--- config.mk ---
export PLATFORM = sky130hd
export DESIGN_NAME = akuma_controller
export DESIGN_NICKNAME = d
export VERILOG_FILES = /design/src/rtl/akuma_controller.sv
export SDC_FILE = /design/constraint.sdc
export NUM_CORES = 1
export LEC_CHECK = 0
export ABC_AREA = 1
export CAP_MARGIN = 10
export CORE_UTILIZATION = 51
export DETAILED_ROUTE_END_ITERATION = 7
export PLACE_DENSITY = 0.75
export SYNTH_ARGS = -nofsm -noshare
export SYNTH_HDL_FRONTEND = slang
export SYNTH_SLANG_ARGS = --single-unit
--- constraint.sdc ---
create_clock -name Clk -period 2.01 [get_ports Clk]
set_clock_uncertainty 0.05 [all_clocks]
set_input_delay 0.402 -clock Clk [delete_from_list [all_inputs] [get_ports Clk]]
set_output_delay 0.402 -clock Clk [all_outputs]
set_load 0.03 [all_outputs]
--- src/rtl/akuma_controller.sv ---
// Akuma player-character controller: frame-paced stand/punch/jump FSM with
// clamped horizontal movement, driven by a USB HID keycode and a VGA frame strobe.
module akuma_controller #(
  parameter logic        [9:0] X_START      = 10'd100,
  parameter logic        [9:0] GROUND_Y     = 10'd300,
  parameter logic        [9:0] X_MAX        = 10'd576,
  parameter logic        [9:0] STEP         = 10'd2,
  parameter logic        [4:0] PUNCH_FRAMES = 5'd12,
  parameter logic signed [5:0] JUMP_V0      = 6'sd12
) (
  input  logic       Clk,
  input  logic       Reset,
  input  logic       frame_clk,
  input  logic [7:0] keycode,
  output logic [9:0] AkumaX,
  output logic [9:0] AkumaY,
  output logic [2:0] sprite,
  output logic       busy
);

  localparam int unsigned XW  = 10;
  localparam int unsigned CW  = 5;
  localparam int unsigned VW  = 6;
  localparam int unsigned YSW = 11;

  localparam logic [7:0] KEY_W = 8'h1A;
  localparam logic [7:0] KEY_J = 8'h0D;
  localparam logic [7:0] KEY_A = 8'h04;
  localparam logic [7:0] KEY_D = 8'h07;

  typedef enum logic [1:0] {STAND, PUNCH, JUMP} state_t;

  state_t                state, state_d;
  logic [XW-1:0]         x_d, y_d;
  logic signed [VW-1:0]  vy, vy_d;
  logic [CW-1:0]         cnt, cnt_d;
  logic                  armed, armed_d;
  logic [2:0]            sprite_d;

  logic sync1, sync2, sync3;
  logic fill1, fill2, primed;
  logic tick;

  // frame_clk synchroniser; primed blocks a false edge when frame_clk is already high at reset release
  always_ff @(posedge Clk or posedge Reset) begin
    if (Reset) begin
      sync1  <= 1'b0;
      sync2  <= 1'b0;
      sync3  <= 1'b0;
      fill1  <= 1'b0;
      fill2  <= 1'b0;
      primed <= 1'b0;
    end else begin
      sync1  <= frame_clk;
      sync2  <= sync1;
      sync3  <= sync2;
      fill1  <= 1'b1;
      fill2  <= fill1;
      primed <= primed | (fill2 & ~sync2);
    end
  end

  assign tick = sync2 & ~sync3 & primed;

  logic [XW-1:0]         x_left, x_right;
  logic [XW:0]           x_right_sum;
  logic signed [YSW-1:0] y_next;
  logic                  land;

  assign x_left      = (AkumaX < STEP) ? '0 : XW'(AkumaX - STEP);
  assign x_right_sum = {1'b0, AkumaX} + {1'b0, STEP};
  assign x_right     = (x_right_sum > {1'b0, X_MAX}) ? X_MAX : x_right_sum[XW-1:0];
  assign y_next      = $signed({1'b0, AkumaY}) - $signed({{(YSW-VW){vy[VW-1]}}, vy});
  assign land        = (y_next >= $signed({1'b0, GROUND_Y}));

  // next-state and datapath updates, all gated by the frame tick
  always_comb begin
    state_d  = state;
    x_d      = AkumaX;
    y_d      = AkumaY;
    vy_d     = vy;
    cnt_d    = cnt;
    armed_d  = armed;
    sprite_d = 3'd0;
    if (tick) begin
      if (keycode != KEY_J) armed_d = 1'b1;
      case (state)
        STAND: begin
          y_d = GROUND_Y;
          if (keycode == KEY_W) begin
            state_d = JUMP;
            vy_d    = JUMP_V0;
          end else if (keycode == KEY_J && armed) begin
            state_d = PUNCH;
            cnt_d   = CW'(PUNCH_FRAMES - 5'd1);
            armed_d = 1'b0;
          end else if (keycode == KEY_A) begin
            x_d = x_left;
          end else if (keycode == KEY_D) begin
            x_d = x_right;
          end
        end
        PUNCH: begin
          if (cnt == '0) state_d = STAND;
          else           cnt_d   = CW'(cnt - 5'd1);
        end
        JUMP: begin
          if (keycode == KEY_A)      x_d = x_left;
          else if (keycode == KEY_D) x_d = x_right;
          if (land) begin
            y_d     = GROUND_Y;
            vy_d    = '0;
            state_d = STAND;
          end else begin
            y_d  = y_next[XW-1:0];
            vy_d = VW'(vy - 6'sd1);
          end
        end
        default: state_d = STAND;
      endcase
    end
    case (state_d)
      PUNCH:   sprite_d = 3'd1;
      JUMP:    sprite_d = 3'd2;
      default: sprite_d = 3'd0;
    endcase
  end

  always_ff @(posedge Clk or posedge Reset) begin
    if (Reset) begin
      state  <= STAND;
      AkumaX <= X_START;
      AkumaY <= GROUND_Y;
      vy     <= '0;
      cnt    <= '0;
      armed  <= 1'b1;
      sprite <= 3'd0;
    end else begin
      state  <= state_d;
      AkumaX <= x_d;
      AkumaY <= y_d;
      vy     <= vy_d;
      cnt    <= cnt_d;
      armed  <= armed_d;
      sprite <= sprite_d;
    end
  end

  assign busy = (state != STAND);

endmodule

# --- Word level (Yosys, flattened, before mapping) ---
# Cells that the tools add are included.
totals:
  ff_bits: 43
  inputBits: 11
  word_cells: 78
op_classes:
  n_addsub: 5
  order_cmp: 3
  n_eq_ne: 14
  muxes: 27
  n_bitwise: 6
  n_reduce_logical: 10
op_table:
  columns: ["op", "n"]
  rows:
  - ["$mux W10", 7]
  - ["$pmux W10 S2", 2]
  - ["$eq A8 B3 Y1 const B", 2]
  - ["$mux W5", 3]
  - ["$mux W6", 2]
  - ["$pmux W6 S2", 1]
  - ["$add A10 B2 Y11 const B", 1]
  - ["$ge A11 B10 Y1 const B", 1]
  - ["$gt A11 B10 Y1 const B", 1]
  - ["$sub A11 B6 Y11", 1]
  - ["$lt A10 B2 Y1 const B", 1]
  - ["$mux W2", 5]
  - ["$ne A2 B2 Y1 const B", 5]
  - ["$pmux W5 S2", 1]
  - ["$sub A10 B2 Y10 const B", 1]
  - ["$eq A8 B4 Y1 const B", 1]
  - ["$eq A8 B5 Y1 const B", 1]
  - ["$ne A8 B4 Y1 const B", 1]
  - ["$pmux W2 S3", 1]
  - ["$reduce_bool A2 Y1", 3]
  - ["$sub A6 B2 Y6 const B", 1]
  - ["$logic_not A5 Y1", 1]
  - ["$reduce_and A5 Y1", 1]
  - ["$sub A5 B1 Y5 const B", 1]
  - ["other kinds (12)", 20]

# --- Logic depth before layout (Yosys ltp) ---
# Gate-level depths: netlist of run 1.
logic_depth:
  ltp_word: 8
  ltp_mapped: 18
  ltp_nobuf: 18

# --- Least setup slack after synthesis of run 1 ---
# Ideal clock, no wire load.
synth_path:
  path_kind: "reg2reg"
  start: "register AkumaY[0]"
  end: "register sprite[1]"
  setup_time_ps: 129
  arrival_ps: 2041
  t_required_ps: 1831
  slack_ps: -210
  stages_incl_launch_ff: 17
  path_buffers: 0
  period_less_slack_ps: 2220
  path_cell_list: "dfrtp_1 inv_1 ha_1 inv_1 fa_1 xor2_1 nand3_1 nand2_1 nand2_1 nand2_1 nand2_1 nand2_1 nand2_2 nand2_4 nand2_4 nand2_1 nor2_1"
synth_via:
  elab_chain_cells: 7
  word_cells_on_any_way: 8
synth_rtl:
  columns: ["element", "line", "text"]
  rows:
  - ["start, declared", "16", "output logic [9:0] AkumaY,"]
  - ["start signal, assigned", "141", "AkumaY <= y_d;"]
  - ["$sub A11 B6 Y11 (*)", "73", "assign y_next = $signed({1'b0, AkumaY}) - $signed({{(YSW-VW){vy[VW-1]}}, vy});"]
  - ["$ge A11 B10 Y1 (*)", "74", "assign land = (y_next >= $signed({1'b0, GROUND_Y}));"]
  - ["$mux W2 (*)", "110", "if (land) begin"]
  - ["$pmux W2 S3 (*)", "87", "case (state)"]
  - ["$mux W2 (*)", "85", "if (tick) begin"]
  - ["$eq A2 B2 Y1 or $eq A2 B1 Y1 (tied branches)", "122", "case (state_d)"]
  - ["$pmux W2 S2 (*)", "122", null]
  - ["named net sprite_d[1]", "38", "logic [2:0] sprite_d;"]
  - ["end signal, assigned", "145", "sprite <= sprite_d;"]
  - ["end, declared", "17", "output logic [2:0] sprite,"]
# Mark *: on every way through the listed nets, which the timed path passes. The rest lies on a longest branch.
# A chain may end at the register's enable or synchronous reset.

# --- Final worst setup path of run 1 ---
# Ends and elaborated chain as after synthesis.

==> impl_metrics.py, run 1 <==
metrics = {
    "floorplanning": {
        "die-height_um": 76.5,
        "initial_utilization_pct": 54.0,
        "design.die.area_um2": 5850,
        "die_w_um": 76.5,
        "num_rows": 26,
        "num_io_pins": 35,
        "core-area_um2": 5240,
    },
    "finish": {
        "final_core_util_pct": 79.1,
        "n_antenna_cell": 0,
        "drive_gt1_share_pct": 31.1,
        "areaGrowthSynthToFinish_pct": 46.4,
        "final_cell_mix": "nand2_1 (77), buf_4 (62), inv_1 (60), nor2_1 (33), dfrtp_1 (30)",
        "regArea_um2": 1040,
        "multiInputGateArea_um2": 1850,
        "fillers": 359,
        "layout.nets": 513,
        "final_common_cell": "nand2_1",
    },
    "sta": {
        "final.min_clock_period_ns": 2.26,
        "rsz0062_at_grt": "true",
        "max_freq_mhz": 443,
        "slew_viol_final": 0,
        "hold_violations": 0,
        "post-route-worst-setup-slack_ns": -0.250,
        "fin_crit_sh_pct": 112,
        "setup_viol": 22,
    },
    "placement": {
        "pre_cts_slack_ns": -0.295,
        "io_buffers": 32,
        "dpl.hpwl_um": 5330,
        "gp_congestion": 0.970,
    },
    "job": {
        "maxCapViolations": 0,
    },
    "drt": {
        "top_layer": "met4",
        "via_count": 3022,
        "drc": 0,
        "vias_per_cell": 5.42,
        "met1_length_um": 3200,
        "drtIter0Drc": 126,
        "route.met2.wl_um": 3990,
        "ant_nets": 0,
        "wl_um": 7880,
        "firstDrtPassIters": 5,
        "routedWlPerCell_um": 14.1,
        "dr_wl_met3_um": 400,
    },
    "logic_synthesis": {
        "avgSynthCellArea_um2": 7.33,
        "yosysTopAreaCell": "dfrtp_1",
        "synth-seq-cells": 41,
        "netlist_area_um2": 2830,
        "syn-instance-count": 386,
        "synth_top_area_share_pct": 29.2,
        "yosys_warnings": 0,
        "synthDistinctLibCells": 37,
        "synthTopCellsByArea": "dfrtp_1 (29%), nand2_1 (11%), inv_1 (8.5%)",
        "ys_seq_area_share_pct": 36.6,
    },
    "setup_path": {
        "cp_data_arrival_time_ns": 2.44,
        "worst_setup_path_start_kind": "flop",
        "r2r_slack_ns": -0.25,
        "path_max_fanout": 7,
        "critPathRequiredTime_ns": 2.19,
        "path_class": "reg2reg",
        "endpoint_kind": "flop",
    },
    "status": {
        "violations": "negative setup slack",
        "status": "complete, but fails checks",
    },
    "power": {
        "clkPwrFrac_pct": 8.1,
        "p_per_area_nw_per_um2": 1680,
        "pwr-share-comb_pct": 73.4,
        "intPower_w": 0.00365,
        "p_sw_share_pct": 47.6,
        "p_leak_nw": 2.04,
        "switchingPower_w": 0.00331,
        "power.share.sequential_pct": 18.5,
        "ir_worst_vdd_mv": 0.952,
    },
    "clock_tree": {
        "path_clk_slew_ns": 0.08,
        "clkSinkCount": 41,
        "clock_path_buffers": 2,
        "cts_made_buffers": 5,
        "cts_root_buffer": "clkbuf_8",
        "cts_tree": "built",
        "postCtsHoldBufs": 0,
        "clk_latency_ns": 0.29,
        "htree_levels": 2,
    },
    "grt": {
        "grt_pass1_vias": 2847,
        "overflow": 0,
        "grt_max_degree": 38,
        "grt_pass1_wl_um": 12100,
        "grt_use_total_pct": 26.0,
        "antenna_found_initial": 0,
    },
    "hold_path": {
        "min_path_type": "in2async",
    },
}
area by class of cell:
cell class	instances	share of cell area, %
Multi-Input combinational cell	277	44.6
Sequential cell	41	25.1
Timing Repair Buffer	97	19.9
Inverter	65	5.95
Tap cell	70	2.11
Clock buffer	7	2.08
Clock inverter	1	0.181
state kept, by name, summed over array words and instances (netlist names):
| name | count |
|---|---|
| AkumaY | 10 |
| AkumaX | 9 |
| vy | 6 |
| cnt | 5 |
| sprite | 2 |
| state | 2 |
| armed | 1 |
| fill1 | 1 |
| fill2 | 1 |
| primed | 1 |
| sync1 | 1 |
| sync2 | 1 |
| sync3 | 1 |
per-layer routing:
layer / vias to the layer above / GRT usage, %
met5: - / 0
met1: 1435 / 31.2
met3: 27 / 3.47
li1: 1437 / -
met2: 123 / 45.8
met4: 0 / 12.3
Yosys cell counts, drive strengths merged:
| master | instances |
|---|---|
| or2 | 4 |
| a21o | 1 |
| o21a | 1 |
| nor3 | 11 |
| o21bai | 3 |
| xor2 | 17 |
| a22oi | 5 |
| dfrtp | 33 |
| a31oi | 2 |
| fa | 1 |
| xnor2 | 2 |
| buf | 3 |
| a21oi | 17 |
| dfstp | 8 |
| clkinv | 1 |
| nand3 | 28 |
| nand3b | 2 |
| ha | 14 |
| nor2 | 37 |
| o21ai | 24 |
| nand2 | 92 |
| nor3b | 1 |
| o22ai | 3 |
| inv | 64 |
| nand4 | 6 |
| a211oi | 1 |
| nor4 | 1 |
| clkbuf | 2 |
| conb | 2 |
logic make-up after synthesis:
group                      after synthesis  synth area share (%)
DFF                                     41                  36.6
xor gates and xnor gates                19                  5.88
AOI/OAI and AO/OA                       57                  11.7
other                                    2                 0.265
buffers and inverters                   70                  9.68
adders and majority gates               15                  6.90
and+or+nand+nor                        182                  29.0
power groups by stage:
stage          sequential, W  combinational [W]  clock, W
2_1_floorplan        0.00147            0.00234         0
3_3_place_gp         0.00126            0.00395         0
3_5_place_dp         0.00127            0.00405         0
4_1_cts              0.00127            0.00458  0.000572
5_1_grt              0.00132            0.00558  0.000613
6_report             0.00129            0.00512  0.000562
critical path, cell delays in order, from the launching register on:
cell     delay [ns]
dfrtp_2        0.41
inv_2          0.07
ha_4           0.12
inv_2          0.04
fa_2           0.40
nand2_4        0.10
nand3_4        0.07
nand2_1        0.08
nand2_1        0.06
nor2_1         0.11
nand2_1        0.08
nand2_1        0.08
nand2_2        0.07
nand2_4        0.12
nand2_4        0.10
nand2_4        0.12
nand2_4        0.05
nor2_2         0.07
final timing paths:
check	start	endpoint	cells after the start
max	AkumaY[0]$_DFFE_PP0P_	sprite[1]$_DFF_PP0_	17
min	Reset	AkumaX[3]$_DFFE_PP0P_	2
max reg2reg	AkumaY[0]$_DFFE_PP0P_	sprite[1]$_DFF_PP0_	17
min reg2reg	sync1$_DFF_PP0_	sync2$_DFF_PP0_	0
max in group asynchronous	Reset	armed$_DFFE_PP1P_	3
min in group Clk	sync1$_DFF_PP0_	sync2$_DFF_PP0_	0
through the flow:
stage / hold slack (ns) / cells / TNS, ns / cell area, um2 / power [W]
after floorplan: 0.281 / 387 / -0.695 / 2890 / 0.00382
after global routing: 0.279 / 558 / -7.23 / 4140 / 0.00751
after CTS: 0.277 / 554 / -2.42 / 3910 / 0.00643
after global placement: 0.283 / 537 / -3.04 / 3670 / 0.00521
final: 0.274 / 558 / -3.84 / 4140 / 0.00697
after detailed placement: 0.297 / 537 / -5.01 / 3670 / 0.00532
repair_timing:
action                                 CTS  global route
endpoints found under the hold margin    0             0
pin swaps                                8            21
setup endpoints to repair               29            31
buffers inserted                         8             4
cloned                                   1             0
resized for setup                       26            49
Note: power is estimated with default switching activity, not from simulation.
==> run 2: changes to the inputs <==
--- a/config.mk
+++ b/config.mk
@@ -10,6 +10,8 @@
 export CORE_UTILIZATION = 51
 export DETAILED_ROUTE_END_ITERATION = 7
 export PLACE_DENSITY = 0.75
+export SETUP_SLACK_MARGIN = 0.2
+export SKIP_CTS_REPAIR_TIMING = 1
 export SYNTH_ARGS = -nofsm -noshare
 export SYNTH_HDL_FRONTEND = slang
 export SYNTH_SLANG_ARGS = --single-unit
==> impl_metrics.py, run 2 (same netlist as run 1, synthesis figures left out) <==
metrics = {
    "finish": {
        "reg.largest.list": "AkumaY: 10 flops, AkumaX: 9 flops, vy: 6 flops",
        "multiInputGateArea_um2": 1830,
        "areaGrowthSynthToFinish_pct": 45.6,
        "n_antenna_cell": 0,
        "final_cells": 552,
        "fin_area_um2": 4120,
        "final_cell_mix": "nand2_1 (70), buf_4 (58), inv_1 (57), dfrtp_1 (31), nor2_1 (31)",
        "regArea_um2": 1040,
        "largest_reg_flops": 10,
        "layout.nets": 507,
        "drive_gt1_share_pct": 32.0,
        "fillers": 357,
        "regMostFlops": "AkumaY",
        "final_common_cell": "nand2_1",
    },
    "sta": {
        "hold_violations": 0,
        "post-route-worst-setup-slack_ns": -0.224,
        "worstMarginPinSlew_ns": 0.582,
        "rsz0062_at_grt": "true",
        "setup_viol": 27,
        "fin_crit_sh_pct": 111,
        "slew_headroom_pct": 61.1,
        "max_freq_mhz": 448,
        "fin_tns_setup_ns": -3.77,
        "slew_viol_final": 0,
        "final.min_clock_period_ns": 2.23,
    },
    "drt": {
        "routedWlPerCell_um": 13.7,
        "wl_um": 7540,
        "drtIter0Drc": 116,
        "drc": 0,
        "firstDrtPassIters": 4,
        "vias_per_cell": 5.20,
        "via_count": 2871,
        "ant_nets": 0,
    },
    "floorplanning": {
        "design.die.area_um2": 5850,
        "die-height_um": 76.5,
        "die_w_um": 76.5,
        "core-area_um2": 5240,
        "initial_utilization_pct": 54.0,
        "num_rows": 26,
        "num_io_pins": 35,
    },
    "clock_tree": {
        "path_clk_slew_ns": 0.08,
        "clk_latency_ns": 0.30,
        "cts_root_buffer": "clkbuf_8",
        "htree_levels": 2,
        "cts_tree": "built",
        "clock_path_buffers": 2,
        "clkSinkCount": 41,
        "cts_made_buffers": 5,
    },
    "placement": {
        "postPlaceCellArea_um2": 3650,
        "dpl.hpwl_um": 5190,
        "io_buffers": 32,
        "gp_congestion": 0.904,
        "dp_cells": 532,
    },
    "power": {
        "ir_worst_vdd_mv": 0.926,
        "power.share.sequential_pct": 18.7,
        "pwr-share-comb_pct": 72.9,
        "switchingPower_w": 0.00326,
        "p_per_area_nw_per_um2": 1670,
        "clkPwrFrac_pct": 8.5,
        "p_sw_share_pct": 47.3,
        "intPower_w": 0.00363,
        "p_leak_nw": 2.15,
    },
    "setup_path": {
        "critPathRequiredTime_ns": 2.20,
        "cp_data_arrival_time_ns": 2.42,
        "cpMaxStageDelayCell": "dfrtp_1",
        "crit_chain": "inv_2 > buf_4 > ha_1 > inv_1 > nor3_2 > nand3_1 > nand3_1 > nand2_1 > nand2_1 > nand2_2 > nand2_4 > nand2_8 > nand2_4 > nand2_2 > nor2_2",
        "endpoint_kind": "flop",
        "path_class": "reg2reg",
        "path_max_fanout": 7,
        "worst_setup_path_start_kind": "flop",
        "max_stage_delay_ns": 0.37,
    },
    "status": {
        "status": "complete, but fails checks",
        "violations": "negative setup slack",
    },
    "hold_path": {
        "min_path_type": "reg2reg",
    },
    "grt": {
        "grt_max_degree": 42,
        "antenna_found_initial": 0,
        "grt_use_total_pct": 24.8,
        "grt_pass1_wl_um": 11500,
        "grt_pass1_vias": 2570,
        "overflow": 0,
    },
    "job": {
        "maxCapViolations": 0,
    },
}
-- run 2: cell count changes in the layout (fill, tap and decap cells not counted), sizes merged --
| cell | previous run | this run |
|---|---|---|
| buf | 65 | 59 |
| clkbuf | 7 | 6 |
| clkdlybuf4s50 | 21 | 11 |
| clkinv | 1 | 3 |
| clkinvlp | 1 | 0 |
| dlygate4sd2 | 8 | 0 |
| dlymetal6s2s | 3 | 21 |
-- run 2: worst max-delay path: cells and delay by family (launching register included) --
family        cells  cell delay, ns
simple gates     11            1.16
flops             1            0.37
buf+inv           3            0.31
fa+ha+maj         1            0.29
-- run 2: layout make-up --
| cell class | instances | share of cell area, % |
|---|---|---|
| clock buffer | 6 | 2.00 |
| clock inverter | 2 | 0.334 |
| inverter | 65 | 5.92 |
| multi-input combinational | 277 | 44.3 |
| sequential | 41 | 25.2 |
| tap | 70 | 2.13 |
| timing repair buffer | 91 | 20.1 |
-- run 2: per-stage QoR --
step	worst slack (ns)	total power [W]	hold WS, ns	util, %
after floorplan	-0.0802	0.00382	0.281	-
after CTS	-0.295	0.00598	0.308	71.6
after detailed placement	-0.275	0.00537	0.288	69.8
after global routing	-0.406	0.00748	0.322	78.7
after global placement	-0.212	0.00527	0.283	69.8
final	-0.224	0.00689	0.303	78.7
-- run 2: power by group through the flow --
stage	clock network (W)	registers [W]	logic, W
final	0.000583	0.00129	0.00502
after floorplan	0	0.00148	0.00234
after global placement	0	0.00127	0.00400
after detailed placement	0	0.00127	0.00410
after global routing	0.000632	0.00131	0.00554
after CTS	0.000587	0.00126	0.00413
-- run 2: path summary, 6_finish.rpt --
check	end	start	slack (ns)	depth (start not counted)
max	sprite[1]$_DFF_PP0_	vy[5]$_DFFE_PP0P_	-0.22	15
min	fill2$_DFF_PP0_	fill1$_DFF_PP0_	0.30	0
max reg2reg	sprite[1]$_DFF_PP0_	vy[5]$_DFFE_PP0P_	-0.22	15
min reg2reg	fill2$_DFF_PP0_	fill1$_DFF_PP0_	0.30	0
max in group asynchronous	AkumaX[6]$_DFFE_PP1P_	Reset	1.24	3
min in group asynchronous	fill2$_DFF_PP0_	Reset	0.41	3
-- run 2: metal layers --
layer | global-route usage (%) | wire length (um)
met1 | 32.7 | 3350
met2 | 41.7 | 3790
met3 | 3.95 | 283
met4 | 7.50 | 114
met5 | 0 | 0
